File: config.mk
export PLATFORM = sky130hd
export DESIGN_NAME = fifo_skew_sched
export DESIGN_NICKNAME = d
export VERILOG_FILES = /design/src/rtl/fifo_skew_sched.sv
export SDC_FILE = /design/constraint.sdc
export NUM_CORES = 1
export LEC_CHECK = 0
export ABC_AREA = 1
export CAP_MARGIN = 15
export CORE_MARGIN = 8
export CORE_UTILIZATION = 40
export CTS_BUF_LIST = sky130_fd_sc_hd__clkbuf_8
export DETAILED_ROUTE_END_ITERATION = 8
export GPL_ROUTABILITY_DRIVEN = 0
export PLACE_DENSITY_LB_ADDON = 0.1
export SYNTH_ARGS = -nofsm -noshare
export SYNTH_HDL_FRONTEND = slang
export SYNTH_SLANG_ARGS = --single-unit
File: constraint.sdc
create_clock -name clk -period 2.7 [get_ports clk]
set_input_delay 0.54 -clock clk [delete_from_list [all_inputs] [get_ports clk]]
set_output_delay 0.54 -clock clk [all_outputs]
set_load 0.02 [all_outputs]
File: src/rtl/fifo_skew_sched.sv
// fifo_skew_sched: sequences ROWS row FIFOs into the array's west edge.
// Row i pops for len_q advancing cycles starting i cycles after row 0,
// giving the diagonal input skew. Any due-but-empty FIFO freezes the whole
// schedule so the skew between rows is preserved.
module fifo_skew_sched #(
  parameter int unsigned ROWS = 4,
  parameter int unsigned SIZE = 16
) (
  input  logic                  clk,
  input  logic                  nRST,
  input  logic                  start,
  input  logic [$clog2(SIZE):0] len,
  input  logic                  abort,
  input  logic [ROWS-1:0]       fifo_empty,
  output logic [ROWS-1:0]       pop,
  output logic                  array_en,
  output logic                  stall,
  output logic                  busy,
  output logic                  done
);

  localparam int unsigned LW = $clog2(SIZE) + 1;
  localparam int unsigned CW = $clog2(SIZE + ROWS) + 1;

  typedef enum logic [1:0] {IDLE, RUN, DONE} state_t;

  state_t          state_q, state_d;
  logic [CW-1:0]   t_q, t_d;
  logic [LW-1:0]   len_q, len_d;
  logic [ROWS-1:0] due;
  logic [CW-1:0]   t_last;

  // Row i is due while i <= t < i+len_q; CW is wide enough that no sum wraps.
  always_comb begin
    due = '0;
    for (int unsigned i = 0; i < ROWS; i++) begin
      due[i] = (t_q >= CW'(i)) && (t_q < (CW'(i) + CW'(len_q)));
    end
  end

  // Final schedule step; len_q >= 1 in RUN so this never goes negative.
  always_comb begin
    t_last = CW'(len_q) + CW'(ROWS) - CW'(2);
  end

  // Pop/advance strobes decoded combinationally from registered state.
  always_comb begin
    stall    = 1'b0;
    array_en = 1'b0;
    pop      = '0;
    if ((state_q == RUN) && !abort) begin
      stall    = |(due & fifo_empty);
      array_en = !stall;
      pop      = stall ? '0 : due;
    end
  end

  // Status flags come straight from the state register.
  always_comb begin
    busy = (state_q == RUN);
    done = (state_q == DONE);
  end

  // Next-state and schedule-counter update.
  always_comb begin
    state_d = state_q;
    t_d     = t_q;
    len_d   = len_q;
    unique case (state_q)
      IDLE: begin
        if (start) begin
          len_d   = len;
          t_d     = '0;
          state_d = (len == '0) ? DONE : RUN;
        end
      end
      RUN: begin
        if (abort) begin
          state_d = IDLE;
          t_d     = '0;
        end else if (!stall) begin
          if (t_q == t_last) begin
            state_d = DONE;
            t_d     = '0;
          end else begin
            t_d = t_q + CW'(1);
          end
        end
      end
      DONE: begin
        state_d = IDLE;
      end
      default: begin
        state_d = IDLE;
      end
    endcase
  end

  // State registers with asynchronous active-low reset.
  always_ff @(posedge clk or negedge nRST) begin
    if (!nRST) begin
      state_q <= IDLE;
      t_q     <= '0;
      len_q   <= '0;
    end else begin
      state_q <= state_d;
      t_q     <= t_d;
      len_q   <= len_d;
    end
  end

endmodule

# == Yosys cells after proc, flatten, opt, wreduce, memory -nomap -nowiden ==
# Index checks and enable logic that the tools add are counted.
# op_classes
add_sub_neg,6
magnitude_cmp,8
n_eq_ne,6
mux,15
bitwise,1
reduce_logical,14
# ops
op,n
2-to-1 mux 6 bit,4
less-than comparator 6 bit,3
"adder 2 x 5 -> 6 bit, first input constant",2
">= comparator 6 x 1 -> 1 bit, second input constant",2
">= comparator 6 x 2 -> 1 bit, second input constant",2
case mux 6 bit (2 select lines),1
2-to-1 mux 2 bit,5
2-to-1 mux 4 bit,2
"adder 1 x 5 -> 6 bit, first input constant",1
"adder 5 x 3 -> 6 bit, second input constant",1
"adder 6 x 1 -> 6 bit, second input constant",1
equality test 6 bit,1
less-than comparator 6 x 5 -> 1 bit,1
AND reduction 3 bit,2
"subtractor 6 x 2 -> 6 bit, second input constant",1
logical AND 1 bit,5
logical NOT 5 bit,1
AND 4 bit,1
case mux 2 bit (2 select lines),1
OR reduction 4 bit,1
"!= test 3 x 2 -> 1 bit, second input constant",1
"!= test 3 bit, second input constant",1
"equality test 2 x 1 -> 1 bit, second input constant",1
"equality test 2 bit, second input constant",1
other kinds (6),8
# totals
reg_bits,13
input_bits,13
out_inout_bits,8
wordCells,53

# == Logic depth before layout (Yosys ltp) ==
# logic_depth
ltp_word,9
mapped_depth,17
ltp_nobuf,17

# == Worst setup path after synthesis ==
# OpenSTA, ideal clock, no wires.
# synth_timing
path_type,reg2out
start,reg len_q[0]
end,out pop[2]
arrival_ns,2.295
slack_ns,-0.135
stages_incl_launch_ff,16
path_buffers,0
path_cell_list,dfrtp_1 > inv_1 > ha_1 > nor3_1 > xor2_1 > ha_1 > nand2_1 > inv_1 > nand2_1 > nand2_1 > inv_1 > nand3_2 > nand2_2 > nor2_1 > nand2_1 > nor3_1
# synth_between
elab_chain_len,7
# synth_lines
element,line_no,text
"start, declared",29,"logic [LW-1:0] len_q, len_d;"
"start signal, assigned",108,len_q <= len_d;
adder 1 x 5 -> 6 bit / adder 2 x 5 -> 6 bit (equally long branches),37,due[i] = (t_q >= CW'(i)) && (t_q < (CW'(i) + CW'(len_q)));
less-than comparator 6 bit,37,
logical AND 1 bit,37,
AND 4 bit,52,stall = |(due & fifo_empty);
OR reduction 4 bit,52,
2-to-1 mux 4 bit (*),54,pop = stall ? '0 : due;
2-to-1 mux 4 bit (*),51,if ((state_q == RUN) && !abort) begin
"end, declared",15,"output logic [ROWS-1:0] pop,"
# Every way passes the cells marked *; elsewhere a longest branch is shown, timed or not.

# == Worst setup path after layout ==
# layout_timing
start,reg len_q[2]
end,out pop[2]
# The elaborated chain is that of the path after synthesis.

==> run metrics <==
Hold Path Cell Cnt=2; Root Buffer=clkbuf_8; Synth Area per Inst=6.817 um2; Synth Area in XOR/XNOR=5.761%; Worst setup SP type=flip-flop; worst reg2reg path depth=19; vias in the first global route=1482; CTS buffer count=3; initial antenna violation count=0; Netlist cell types=23; RSZ-0062 raised after global routing=yes; htree depth=1; post-synthesis sequential area ratio=21.40%; Routed Antenna Nets=0; detailed-router iteration count before antenna repair=4; Leak=0.001192 uW; largest net degree at the start of global routing=14; ANT cells=0; core area=3661 um2; post-synth net total=265; status=complete, but fails checks; Reg2Reg Setup Slack=0.23 ns; Finish-stage setup viols=6; die area=6030 um2; Syn Inst Count=223; Worst VDD drop=473.1 uV; Via Count=1517; fin cells=327; share of cells above drive strength 1=24.73%; Setup Skew=0.001104 ns; Period minus WS final=2.958 ns; max-cap viol count=0; Worst Tran Pin Value=0.5968 ns; area share of fa/ha/maj cells after synthesis=23.87%; Clock Tree Buf Depth=2; Required @ worst endpoint=2.16 ns; Synth Area in Simple Gates=32.76%; Data arrival, critical path=2.42 ns; PnR worst setup slack=-0.2584 ns; Cells after DPL=315; Rel. slew slack=60.09%; main combinational cell family by area after synthesis=simple AND/OR/NAND/NOR gates; slowest stage delay, CP=0.41 ns; GRT Total Usage=13.24%; 1st-iter DRT viols=33; die width=77.65 um; CP cell instances=buf_6, ha_4, nand2_2, nand2_2, xor2_1, ha_1, nand2_1, nand2_1, nand2_1, nand2_1, inv_2, nand3_2, nand2_2, nor2_2, nand2_2, nor3_2, buf_4; pwr/cell area=870.9 nW/um2; IO Pins=21; #FFs+latches synth=13; Max Clk Rate=338.0 MHz; mux cell area share after synthesis=0%; compound-cell area share of the yosys netlist=6.831%; setup TNS=-1.208 ns; Starting Density=41.52%; clock slew seen by the registers of the worst setup and hold paths=0.06 ns; Max Slew Vio Count=0; CP Class=flip-flop to output pin; failing checks=setup timing; Clock Sinks=13; Hold Crit Class=flip-flop to flip-flop; CP max FO=5; cts hold-fix bufs=0; row count=22; Yosys warning total=0; Primary FF master, synth=dfrtp_1; CTS tree=done; Tcrit/Tclk final=109.6%; DIE HEIGHT=77.65 um; Area Overhead vs Synth=41.32%; final wirelength=3.904 mm; Clk Latency, worst-skew pair=0.24 ns; post-DP HPWL=3.276 mm; Crit. End Element=output pin; Mapped Area=1520 um2; routed len/inst=11.94 um; vias per cell=4.639; Async SR Flop Fraction=100.0%; Hold Fails Final Rpt=0; first-pass GRT wire length=6.644 mm; number of remaining DRC errors=0; Post-synth EDFFs=0; IO Port Bufs=20; Worst path slowest cell=dfrtp_1; nets=322; global route overflow=0
layout make-up:
type	instances	area [um2]
multi-input cells	172	1120
clock buffers	3	41.29
fillers	355	1513
inverters	36	135.1
well taps	48	60.06
flip-flops and latches	13	325.3
clock inverters	1	3.754
repair buffers	54	462.9
synthesized netlist by cell type (2+ instances only):
cell      count  area [um2]
a21oi_1       7       35.03
clkbuf_1      2       7.510
dfrtp_1      13       325.3
ha_1         29       362.9
inv_1        36       135.1
nand2_1      58       217.7
nand2_2       3       18.77
nand3_1      17       85.08
nand3b_1      2       15.01
nor2_1       27       101.4
nor3_1        4       20.02
o21ai_0       6       30.03
xnor2_1       2       17.52
xor2_1        8       70.07
cell families after synthesis:
| logic type | after synthesis |
|---|---|
| AND/OR/NAND/NOR | 116 |
| buffers and inverters | 38 |
| adder cells (fa/ha/maj) | 29 |
| AO/OA/AOI/OAI | 17 |
| flip-flops | 13 |
| XOR/XNOR | 10 |
final timing paths:
kind                                       from                      to
max                        len_q[2]$_DFFE_PN0P_                  pop[2]
min                          t_q[1]$_DFFE_PN0P_      t_q[1]$_DFFE_PN0P_
max reg2reg                len_q[2]$_DFFE_PN0P_      t_q[1]$_DFFE_PN0P_
min reg2reg                  t_q[1]$_DFFE_PN0P_      t_q[1]$_DFFE_PN0P_
max in group asynchronous                  nRST  state_q[1]$_DFFE_PN0P_
min in group asynchronous                  nRST    len_q[3]$_DFFE_PN0P_
report_power, final:
| part | switching, uW | internal (uW) |
|---|---|---|
| Sequential | 77.8 | 254 |
| Clock | 70.6 | 100 |
| Combinational | 746 | 622 |
| Total | 895 | 977 |
per-layer routing:
metal / vias to the layer above / wire [um] / part of all wire [%] / global-route usage (%)
li1: 815 / - / - / -
met1: 681 / 1842 / 47 / 16.03
met2: 13 / 1898 / 49 / 23.06
met3: 8 / 105 / 2.7 / 2.074
met4: 0 / 58 / 1.5 / 4.528
met5: - / 0 / 0 / 0
worst max-delay path, delay by kind of cell, from the launching register on:
| kind | cells | cell delay (ns) |
|---|---|---|
| XOR/XNOR | 1 | 0.14 |
| adder cells (fa/ha/maj) | 2 | 0.44 |
| buffers and inverters | 3 | 0.35 |
| flip-flops | 1 | 0.41 |
| AND/OR/NAND/NOR | 11 | 0.83 |
registers in the layout, summed over array words and instances (netlist names):
name	count
state_q	2
len_q	5
t_q	6
per-stage QoR:
step | power [uW] | cell area (um2) | utilization, % | worst slack, ns | hold WS (ns)
2_1_floorplan | 1100 | 1525 | - | 0.02365 | 0.2444
3_3_place_gp | 1533 | 1973 | 53.90 | -0.5067 | 0.5937
3_5_place_dp | 1546 | 1973 | 53.90 | -0.6143 | 0.5853
4_1_cts | 1880 | 2136 | 58.34 | -0.2487 | 0.5990
5_1_grt | 2077 | 2148 | 58.68 | -0.4099 | 0.6386
6_report | 1871 | 2148 | 58.68 | -0.2584 | 0.5918
cells in the final DEF (no fill, tap or decap), types with 2 or more instances in the layout:
cell / netlist / layout
a21oi_1: 7 / 5
a21oi_2: 0 / 2
buf_4: 0 / 34
buf_6: 0 / 6
clkbuf_8: 0 / 3
clkdlybuf4s50_1: 0 / 14
dfrtp_1: 13 / 13
ha_1: 29 / 25
ha_2: 0 / 2
ha_4: 0 / 2
inv_1: 36 / 33
inv_2: 0 / 4
nand2_1: 58 / 53
nand2_2: 3 / 8
nand3_1: 17 / 17
nand3b_1: 2 / 2
nor2_1: 27 / 24
nor2_2: 0 / 3
nor3_1: 4 / 2
nor3_2: 0 / 2
o21ai_0: 6 / 5
xnor2_1: 2 / 2
xor2_1: 8 / 8
timing repair:
item / in CTS / in global routing
pin swaps: 14 / 1
gates resized for setup: 56 / 2
hold endpoints to repair: 0 / 0
buffers inserted: 7 / 1
endpoints found under the setup margin: 6 / 6
cloned: 0 / 0
Power figures use the tool's default switching activity.
